[src/rtl/tone_period_meter_pkg.sv]
// -----------------------------------------------------------------------------
// tone_period_meter_pkg
// Shared definitions for the tone period meter: measurement FSM states and
// the default counter width.
// -----------------------------------------------------------------------------
package tone_period_meter_pkg;

  localparam int CNT_W_DEFAULT = 16;

  typedef enum logic [1:0] {
    IDLE       = 2'd0,
    WAIT_FIRST = 2'd1,
    MEASURE    = 2'd2,
    NOSIG      = 2'd3
  } state_e;

endpackage

[src/rtl/tone_period_meter_sig_edge_sync.sv]
// -----------------------------------------------------------------------------
// tone_period_meter_sig_edge_sync
// Two-flop synchronizer for an asynchronous level, followed by a delay flop
// used to derive single-cycle rise/fall strobes in the i_clk domain.
//
// Ports:
//   i_clk   system clock (rising edge)
//   i_rst   asynchronous active-high reset, all flops to 0
//   i_sig   asynchronous input level
//   o_rise  high for one cycle after a synchronized 0->1 transition
//   o_fall  high for one cycle after a synchronized 1->0 transition
// -----------------------------------------------------------------------------
module tone_period_meter_sig_edge_sync (
  input  logic i_clk,
  input  logic i_rst,
  input  logic i_sig,
  output logic o_rise,
  output logic o_fall
);

  logic r_s1;
  logic r_s2;
  logic r_s3;

  always_ff @(posedge i_clk or posedge i_rst) begin
    if (i_rst) begin
      r_s1 <= 1'b0;
      r_s2 <= 1'b0;
      r_s3 <= 1'b0;
    end else begin
      r_s1 <= i_sig;
      r_s2 <= r_s1;
      r_s3 <= r_s2;
    end
  end

  assign o_rise = r_s2 & ~r_s3;
  assign o_fall = ~r_s2 & r_s3;

endmodule

[src/rtl/tone_period_meter.sv]
// -----------------------------------------------------------------------------
// tone_period_meter
// Measures period and high time of an asynchronous square wave in i_clk
// cycles. Each completed period is reported with a one-cycle valid pulse;
// absence of a rising edge for MAX cycles raises a timeout level.
//
// Ports:
//   i_clk            system clock (rising edge)
//   i_rst            asynchronous active-high reset
//   i_en             measurement enable; low returns to IDLE
//   i_sig_in         asynchronous tone under test
//   o_period         cycles between successive detected rising edges
//   o_high_time      cycles from rising edge to following falling edge
//   o_period_valid   one-cycle pulse when o_period/o_high_time update
//   o_timeout        no rising edge within MAX cycles
// -----------------------------------------------------------------------------
module tone_period_meter
  import tone_period_meter_pkg::*;
#(
  parameter int CNT_W = CNT_W_DEFAULT
) (
  input  logic             i_clk,
  input  logic             i_rst,
  input  logic             i_en,
  input  logic             i_sig_in,
  output logic [CNT_W-1:0] o_period,
  output logic [CNT_W-1:0] o_high_time,
  output logic             o_period_valid,
  output logic             o_timeout
);

  // Last count value before the counter would have to report more than MAX.
  localparam logic [CNT_W-1:0] C_MAX_M1 = {{(CNT_W-1){1'b1}}, 1'b0};

  logic w_rise;
  logic w_fall;

  state_e           r_state;
  logic [CNT_W-1:0] r_cnt;
  logic [CNT_W-1:0] r_hcap;
  logic [CNT_W-1:0] r_period;
  logic [CNT_W-1:0] r_high;
  logic             r_pv;
  logic             r_to;

  state_e           w_state_nxt;
  logic [CNT_W-1:0] w_cnt_nxt;
  logic [CNT_W-1:0] w_hcap_nxt;
  logic [CNT_W-1:0] w_period_nxt;
  logic [CNT_W-1:0] w_high_nxt;
  logic             w_pv_nxt;
  logic             w_to_nxt;
  logic [CNT_W-1:0] w_cnt_inc;

  tone_period_meter_sig_edge_sync u_sig_edge_sync (
    .i_clk  (i_clk),
    .i_rst  (i_rst),
    .i_sig  (i_sig_in),
    .o_rise (w_rise),
    .o_fall (w_fall)
  );

  // cnt holds (cycles since the rise) - 1, so cnt+1 is the elapsed count.
  assign w_cnt_inc = r_cnt + CNT_W'(1);

  always_ff @(posedge i_clk or posedge i_rst) begin
    if (i_rst) begin
      r_state  <= IDLE;
      r_cnt    <= '0;
      r_hcap   <= '0;
      r_period <= '0;
      r_high   <= '0;
      r_pv     <= 1'b0;
      r_to     <= 1'b0;
    end else begin
      r_state  <= w_state_nxt;
      r_cnt    <= w_cnt_nxt;
      r_hcap   <= w_hcap_nxt;
      r_period <= w_period_nxt;
      r_high   <= w_high_nxt;
      r_pv     <= w_pv_nxt;
      r_to     <= w_to_nxt;
    end
  end

  always_comb begin
    w_state_nxt  = r_state;
    w_cnt_nxt    = r_cnt;
    w_hcap_nxt   = r_hcap;
    w_period_nxt = r_period;
    w_high_nxt   = r_high;
    w_pv_nxt     = 1'b0;
    w_to_nxt     = r_to;

    if (!i_en) begin
      // Enable dominates any edge seen on the same cycle.
      w_state_nxt = IDLE;
      w_cnt_nxt   = '0;
      w_to_nxt    = 1'b0;
    end else begin
      unique case (r_state)
        IDLE: begin
          w_cnt_nxt   = '0;
          w_to_nxt    = 1'b0;
          w_state_nxt = WAIT_FIRST;
        end
        WAIT_FIRST: begin
          if (w_rise) begin
            w_cnt_nxt   = '0;
            w_state_nxt = MEASURE;
          end
        end
        MEASURE: begin
          if (w_fall) begin
            w_hcap_nxt = w_cnt_inc;
          end
          // A rise coinciding with the terminal count reports MAX, no timeout.
          if (w_rise) begin
            w_period_nxt = w_cnt_inc;
            w_high_nxt   = r_hcap;
            w_pv_nxt     = 1'b1;
            w_cnt_nxt    = '0;
          end else if (r_cnt == C_MAX_M1) begin
            w_state_nxt = NOSIG;
            w_to_nxt    = 1'b1;
            w_cnt_nxt   = '0;
          end else begin
            w_cnt_nxt = w_cnt_inc;
          end
        end
        NOSIG: begin
          // First edge after loss of signal only restarts timing.
          if (w_rise) begin
            w_to_nxt    = 1'b0;
            w_cnt_nxt   = '0;
            w_state_nxt = MEASURE;
          end
        end
        default: begin
          w_state_nxt = IDLE;
          w_cnt_nxt   = '0;
        end
      endcase
    end
  end

  assign o_period       = r_period;
  assign o_high_time    = r_high;
  assign o_period_valid = r_pv;
  assign o_timeout      = r_to;

endmodule

[config.mk]
export PLATFORM = sky130hd
export DESIGN_NAME = tone_period_meter
export DESIGN_NICKNAME = d
export VERILOG_FILES = /design/src/rtl/tone_period_meter_pkg.sv /design/src/rtl/tone_period_meter_sig_edge_sync.sv /design/src/rtl/tone_period_meter.sv
export SDC_FILE = /design/constraint.sdc
export NUM_CORES = 1
export LEC_CHECK = 0
export CORE_MARGIN = 2
export CORE_UTILIZATION = 59
export DETAILED_ROUTE_END_ITERATION = 6
export PLACE_DENSITY = 0.89
export SLEW_MARGIN = 20
export SYNTH_ARGS = -nofsm -noshare
export SYNTH_HDL_FRONTEND = slang
export SYNTH_SLANG_ARGS = --single-unit
[constraint.sdc]
create_clock -name i_clk -period 3.73 [get_ports i_clk]
set_clock_uncertainty 0.2 [all_clocks]
set_input_delay 0.373 -clock i_clk [delete_from_list [all_inputs] [get_ports i_clk]]
set_output_delay 0.373 -clock i_clk [all_outputs]
set_load 0.02 [all_outputs]
* Yosys cells after proc, flatten, opt, wreduce, memory -nomap -nowiden
Index checks and enable logic that the tools add are counted.
W data, S select, Z words.
** Storage, ports and cells
- Flip-flop bits (word level) :: 71
- Output and inout port bits :: 34
- Word-level logic and storage cells :: 48
** Cells by class
- Add/sub/neg operators :: 1
- Eq/ne operators :: 9
- Multiplexer cells :: 18
- Bitwise operators :: 4
- Reduce and logical (&&, ||, !) cells :: 6
** Operator list (number)
- $mux W16 :: 4
- $pmux W16 S3 :: 1
- $add A16 B1 Y16 const B :: 1
- $eq A16 B16 Y1 const B :: 1
- $reduce_and A3 Y1 :: 3
- $mux W2 :: 4
- $mux W1 :: 7
- $ne A3 B2 Y1 const B :: 2
- $ne A3 B3 Y1 const B :: 2
- $pmux W2 S3 :: 1
- $eq A2 B2 Y1 const B :: 2
- $ne A4 B1 Y1 const B :: 1
- $reduce_and A4 Y1 :: 1
- $pmux W1 S3 :: 1
- $and A1 B1 Y1 :: 2
- $eq A2 B1 Y1 const B :: 1
- $logic_not A2 Y1 :: 1
- $not A1 Y1 :: 2
- $reduce_or A2 Y1 :: 1

* Depth between registers and ports, before layout
- Word-level depth :: 5
- Depth in mapped cells :: 8

* Cells and area by module
Synthesis repeated with hierarchy kept, for this count alone.
** Second synthesis, totals
- Cell total of the unflattened synthesis :: 280
- Area total of the unflattened synthesis :: 3051.7 sq um
** By module, submodules not included
- tone_period_meter :: instances 1, cells an instance 274, area each 2957.8 sq um, sequential area each 1701.6 sq um
- tone_period_meter_sig_edge_sync :: instances 1, cells an instance 6, area each 93.8 sq um, sequential area each 75.1 sq um

* Worst setup path after synthesis
OpenSTA, ideal clock, no wires.
- Path kind :: reg-to-reg
- Start :: register r_cnt[0]
- End :: register r_cnt[10]
- Library setup time :: 0.139 ns
- Arrival time :: 1.653 ns
- Path slack :: 1.738 ns
- Cell stages (with the launch flop) :: 9
- Path buffers :: 2
- Clock period less this slack :: 1.992 ns
- Path through :: dfrtp_1 inv_1 ha_1 nand4_1 or4_1 buf_4 buf_6 a31oi_1 a31oi_1
** On the way
- Cells in the longest elaborated chain, start to end :: 5
- Elaborated cells between the ends (all ways) :: 6
- Classes of those cells :: 1 x add/sub; 1 x eq/ne; 4 x mux
** RTL lines
- start, declared :: RTL line tone_period_meter.sv:39 : logic [CNT_W-1:0] r_cnt;
- start signal, assigned :: RTL line tone_period_meter.sv:77 : r_cnt <= w_cnt_nxt;
- $add A16 B1 Y16 / $eq A16 B16 Y1 (equally long branches) :: RTL line tone_period_meter.sv:64, tone_period_meter.sv:123
- $mux W16 * :: RTL line tone_period_meter.sv:123 : end else if (r_cnt == C_MAX_M1) begin
- $mux W16 * :: RTL line tone_period_meter.sv:118 : if (w_rise) begin
- $pmux W16 S3 * :: RTL line tone_period_meter.sv:101 : unique case (r_state)
- $mux W16 * :: RTL line tone_period_meter.sv:95 : if (!i_en) begin
Every way passes the cells marked *; elsewhere a longest branch is shown, timed or not.
A chain may end at the register's enable or synchronous reset.

* Final worst setup path
- Start :: register r_cnt[7]
- End :: register r_cnt[15]
The elaborated chain is that of the path after synthesis.

==> results.sh <==
export IMPL_worst_ir_drop_vdd_mv=0.306
export IMPL_final_setup_viol_count=0
export IMPL_routed_via_count=2396
export IMPL_average_wire_per_standard_cell_um=14.7
export IMPL_period_needed_ns=2.51
export IMPL_final_setup_worst_slack_ns=1.22
export IMPL_yosys_cell_count_top_type="sky130_fd_sc_hd__dfrtp_1"
export IMPL_maxCapViolCount=0
export IMPL_clk_pin_slew_ns=0.08
export IMPL_post_dp_hpwl_mm=4.12
export IMPL_slew_violations=0
export IMPL_yosys_top_cells_count="sky130_fd_sc_hd__dfrtp_1 (71), sky130_fd_sc_hd__nand2_1 (70), sky130_fd_sc_hd__a31oi_1 (23)"
export IMPL_grt_start_max_net_pins=47
export IMPL_antennaDiodeCount=0
export IMPL_setup_worst_path_start_class="flip-flop"
export IMPL_timing_max_slew_rel_slack_pct=41.5
export IMPL_final_hold_viol_count=0
export IMPL_layout_drive_gt1_share_pct=7.39
export IMPL_synth_cell_types=35
export IMPL_core_box_area_sq_um=5040
export IMPL_cts_repair_resize_count=0
export IMPL_synthArstFlopShare_pct=100
export IMPL_routed_wirelength_mm=6.22
export IMPL_hold_class="flip-flop to flip-flop"
export IMPL_clock_insertion_delay_worst_skew_ns=0.34
export IMPL_period_share_pct=67.3
export IMPL_netlist_area_sq_um=3050
export IMPL_postCtsHoldBufs=0
export IMPL_power_per_cell_area_nw_per_um2=468
export IMPL_tritoncts="done"
export IMPL_setup_worst_path_end_class="flip-flop"
export IMPL_die_area_sq_um=5760
export IMPL_timing_fmax_mhz=398
export IMPL_timing_worst_slew_pin_value_ns=0.878
export IMPL_setup_worst_path_class="flip-flop to flip-flop"
export IMPL_cp_max_fo=27
export IMPL_dr_first_iter_drc_count=179
export IMPL_via_count_of_the_first_global_routing_pass=2312
export IMPL_rsz0062_at_grt="false"
export IMPL_placementRows=26
export IMPL_synthFlopType="sky130_fd_sc_hd__dfrtp_1"
export IMPL_post_cts_setup_buffers=0
export IMPL_synth_fp_nets=319
export IMPL_layout_area_overhead_vs_synth_pct=20.8
export IMPL_cp_data_arrival_time_ns=2.51
export IMPL_dieWidth_um=75.9
export IMPL_outcome="finished, final reports clean"
export IMPL_postSynthAreaPerCell_sq_um=9.75
export IMPL_fp_dieH_um=75.9
export IMPL_grt_first_pass_wirelength_mm=10.8
export IMPL_worst_setup_slack_after_placement_ns=1.26
export IMPL_worst_hold_slack_after_final_layout_ns=0.163
export IMPL_static_leakage_power_nw=1.61
export IMPL_final_nets=353
export IMPL_grt_util_all_layers_pct=23.8
export IMPL_synth_top_cells_by_area="sky130_fd_sc_hd__dfrtp_1 (58%), sky130_fd_sc_hd__nand2_1 (8.6%), sky130_fd_sc_hd__a31oi_1 (4.7%), sky130_fd_sc_hd__o21ai_0 (3.0%), sky130_fd_sc_hd__a21oi_1 (2.6%)"
export IMPL_worst_endpoint_required_ns=3.73
export IMPL_route_detailed_vias_per_inst=5.68
export IMPL_clk_path_buf_depth=2
export IMPL_share_of_the_synthesized_area_in_the_top_cell_type_pct=58.2
export IMPL_syn_inst=313
export IMPL_ioPinCount=38
export IMPL_port_buffers=37
export IMPL_grt_antenna_before_repair=0
export IMPL_clock_sink_count=71
export IMPL_drt_first_pass_iters=4
export IMPL_synthDominantAreaCellType="sky130_fd_sc_hd__dfrtp_1"
export IMPL_globalRoute_totalOverflow=0
export IMPL_start_util_pct=60.5
export IMPL_yosys_warnings=0
export IMPL_postRouteAntennaNets=0
export IMPL_final_sum_of_negative_setup_slack_ns=0
export IMPL_root_buffer="sky130_fd_sc_hd__clkbuf_8"
export IMPL_htree_num_levels=3
export IMPL_inserted_clock_buffers=9
export IMPL_synth_seq_area_share_pct=58.2
export IMPL_yosys_register_bits=71
export IMPL_globalplace_congestion=0.862
export IMPL_post_route_drc_count=0
export IMPL_synth_edf_count=0
-- routing by layer --
| metal | vias to the layer above | track usage, % | wire (um) | share of wire (%) |
|---|---|---|---|---|
| li1 | 1152 | - | - | - |
| met1 | 1170 | 31.7 | 2850 | 46 |
| met2 | 60 | 38.4 | 2950 | 48 |
| met5 | - | 0 | 0 | 0 |
| met4 | 0 | 11.1 | 133 | 2.1 |
| met3 | 14 | 4.29 | 276 | 4.4 |
-- cell usage in the layout (no fill, tap or decap), types with 5 or more instances in the layout --
cell type	n
sky130_fd_sc_hd__a31oi_1	23
sky130_fd_sc_hd__nor2_1	21
sky130_fd_sc_hd__clkdlybuf4s50_1	37
sky130_fd_sc_hd__xnor2_1	9
sky130_fd_sc_hd__clkbuf_8	10
sky130_fd_sc_hd__nand2_1	70
sky130_fd_sc_hd__a21oi_1	16
sky130_fd_sc_hd__buf_4	5
sky130_fd_sc_hd__o21ai_0	18
sky130_fd_sc_hd__nand3b_1	8
sky130_fd_sc_hd__dfrtp_1	71
sky130_fd_sc_hd__nand3_1	10
-- path summary, 6_finish.rpt --
path                       slack (ns)  cells past startpoint                    to                  from
setup / recovery                 1.22                      4             r_cnt[15]              r_cnt[7]
hold / removal                   0.16                      0  u_sig_edge_sync.r_s2  u_sig_edge_sync.r_s1
setup reg to reg                 1.22                      4             r_cnt[15]              r_cnt[7]
hold reg to reg                  0.16                      0  u_sig_edge_sync.r_s2  u_sig_edge_sync.r_s1
max in group asynchronous        2.37                      3              r_cnt[2]                 i_rst
min in group asynchronous        0.24                      2  u_sig_edge_sync.r_s1                 i_rst
-- critical path, cell delays in order, from the launching register on --
cell                      delay [ns]
sky130_fd_sc_hd__dfrtp_1        0.50
sky130_fd_sc_hd__nand4_2        0.22
sky130_fd_sc_hd__or4_1          0.99
sky130_fd_sc_hd__a41oi_1        0.41
sky130_fd_sc_hd__a31oi_1        0.06
-- state kept, by name, indices dropped and copies added, names as in the netlist, 2 cells and up --
name,cells
r_cnt,16
o_period,16
r_hcap,16
o_high_time,16
r_state,2
-- final cells by class --
| cell class | count | area [sq um] |
|---|---|---|
| inverter | 6 | 22.5 |
| clock buffer | 10 | 138 |
| sequential | 71 | 1780 |
| multi-input combinational | 217 | 1170 |
| timing repair buffer | 42 | 408 |
| tap | 70 | 87.6 |
| fill | 382 | 1360 |
| clock inverter | 6 | 83.8 |
-- through the flow --
step           total power [mW]  utilization, %  instance area [sq um]  cells
2_1_floorplan             0.991               -                   3050    313
3_3_place_gp               1.05            68.7                   3460    406
3_5_place_dp               1.06            68.7                   3460    406
4_1_cts                    1.73            73.1                   3680    422
5_1_grt                    1.79            73.1                   3680    422
6_report                   1.72            73.1                   3680    422
-- kinds of logic after synthesis --
family / count (synthesis) / share of synthesized area [%]
simple gates: 134 / 20.5
flops: 71 / 58.2
compound gates: 67 / 12.7
buf+inv: 25 / 3.65
xor+xnor: 13 / 3.73
fa+ha+maj: 2 / 0.820
mux: 1 / 0.369
-- where the power goes --
group          total (mW)  internal [mW]  switching [mW]
Combinational       0.171         0.0767          0.0944
Sequential          0.878          0.839          0.0396
Clock               0.674          0.392           0.282
Total                1.72           1.31           0.416
No activity file was read; power rests on OpenSTA's default activity.
==> RTL edit, RTL diff (config.mk and constraints unchanged) <==
Remove the register `r_pv`: a continuous assignment takes its place, so the output `o_period_valid` follows one clock earlier.
--- a/src/rtl/tone_period_meter.sv
+++ b/src/rtl/tone_period_meter.sv
@@ -70,7 +70,6 @@
       r_hcap   <= '0;
       r_period <= '0;
       r_high   <= '0;
-      r_pv     <= 1'b0;
       r_to     <= 1'b0;
     end else begin
       r_state  <= w_state_nxt;
@@ -78,10 +77,11 @@
       r_hcap   <= w_hcap_nxt;
       r_period <= w_period_nxt;
       r_high   <= w_high_nxt;
-      r_pv     <= w_pv_nxt;
       r_to     <= w_to_nxt;
     end
   end
+
+  assign r_pv = w_pv_nxt;
 
   always_comb begin
     w_state_nxt  = r_state;
Formal check against the unedited RTL: not equivalent (a bounded check fails within 10 cycles, from zero or initial values and one cycle with i_rst high).
==> RTL edit against the original RTL <==
Worst setup slack worse by 380 ps. Total power shrank 6.8%. Fmax shrank 13%. Sequential cell count is 1 lower. Area after synthesis down 0.82%. Wire length shrank 3.7%. Design area shrank 1.9%. Utilization is 1.4 points lower. Highest routed layer unchanged.
==> RTL edit: results (changes against the original RTL) <==
- CP top delay family: buffers and inverters
- Crit path launch: i_en
- Clock transition at path regs: 60 ps (-20 ps)
- Area contributors post-synth: dfrtp_1 58%, nand2_1 8.7%, a31oi_1 4.8%
- Placed instance area: 0.003437 mm² (-0.72%)
- Psw: 386.3 µW (-7.1%)
- Logic pwr share: 10.8% (+0.9 points)
- Vias in the first global route: 2224 (-3.8%)
- Nets: 352 (-0.28%)
- Pre-CTS setup slack: 820.8 ps (-443.9 ps)
- Worst relative slew slack: 40.31% (-1.2 points)
- GRT Resource Usage Total: 24.21% (+0.44 points)
- Sequential area share after synthesis: 57.90% (-0.35 points)
- Seq pwr: 867 µW (-1%)
- First-pass GRT wire length: 10150 µm (-6.4%)
- Tcrit/Tclk final: 77.44% (+10 points)
- Dpl cells: 405 (-0.25%)
- Compound-cell area share of the yosys netlist: 12.82% (+0.11 points)
- Syn_nets: 318 (-0.31%)
- Post-DP HPWL: 3996 µm (-3.1%)
- Arr. time, crit path: 2320 ps (-190 ps)
- Vias per inst: 5.651 (-0.48%)
- Status: finished, final reports clean
- Crit-path slowest cell: clkdlybuf4s50_1
- R2r setup slk: 1160 ps (-60 ps)
- R2R Path End: r_cnt[8]
- XOR/XNOR share of the synthesized area: 3.763% (+0.031 points)
- Net Sw Frac: 24.05% (-0.077 points)
- Crit path max fanout: 19 (-30%)
- Fill count: 394 (+3.1%)
- Initial DRC count: 174 (-2.8%)
- VDD IR max: 0.0002986 V (-2.3%)
- Gp weighted congestion: 0.8791 (+2.0%)
- Syn avg cell area: 9.697 µm² (-0.50%)
-- RTL edit: cell types whose count changed in the layout (fill, tap and decap cells not counted) --
cell       change
bufinv_16      -1
clkbuf_1       +1
clkinv_2       -2
clkinv_4       -1
dfrtp_1        -1
-- RTL edit: final cells by class --
type	count	area, µm²	area share [%]
flip-flops and latches	70	1752	48.48
clock inverters	2	35.03	0.9695
inverters	6	22.52	0.6233
multi-input cells	217	1167	32.31
repair buffers	42	407.9	11.29
clock buffers	11	141.4	3.913
well taps	70	87.58	2.424
-- RTL edit: routing by layer --
layer	vias up	routed length [µm]	track usage (%)
li1	1146	-	-
met1	1145	2734	32.59
met2	58	2858	37.10
met3	13	281	7.275
met4	0	110	9.942
met5	-	0	0
-- RTL edit: cell families after synthesis --
kind of cell	Yosys count
xor gates and xnor gates	13
AOI/OAI and AO/OA	67
and+or+nand+nor	134
adders and majority gates	2
DFF	70
buffers and inverters	25
muxes	1
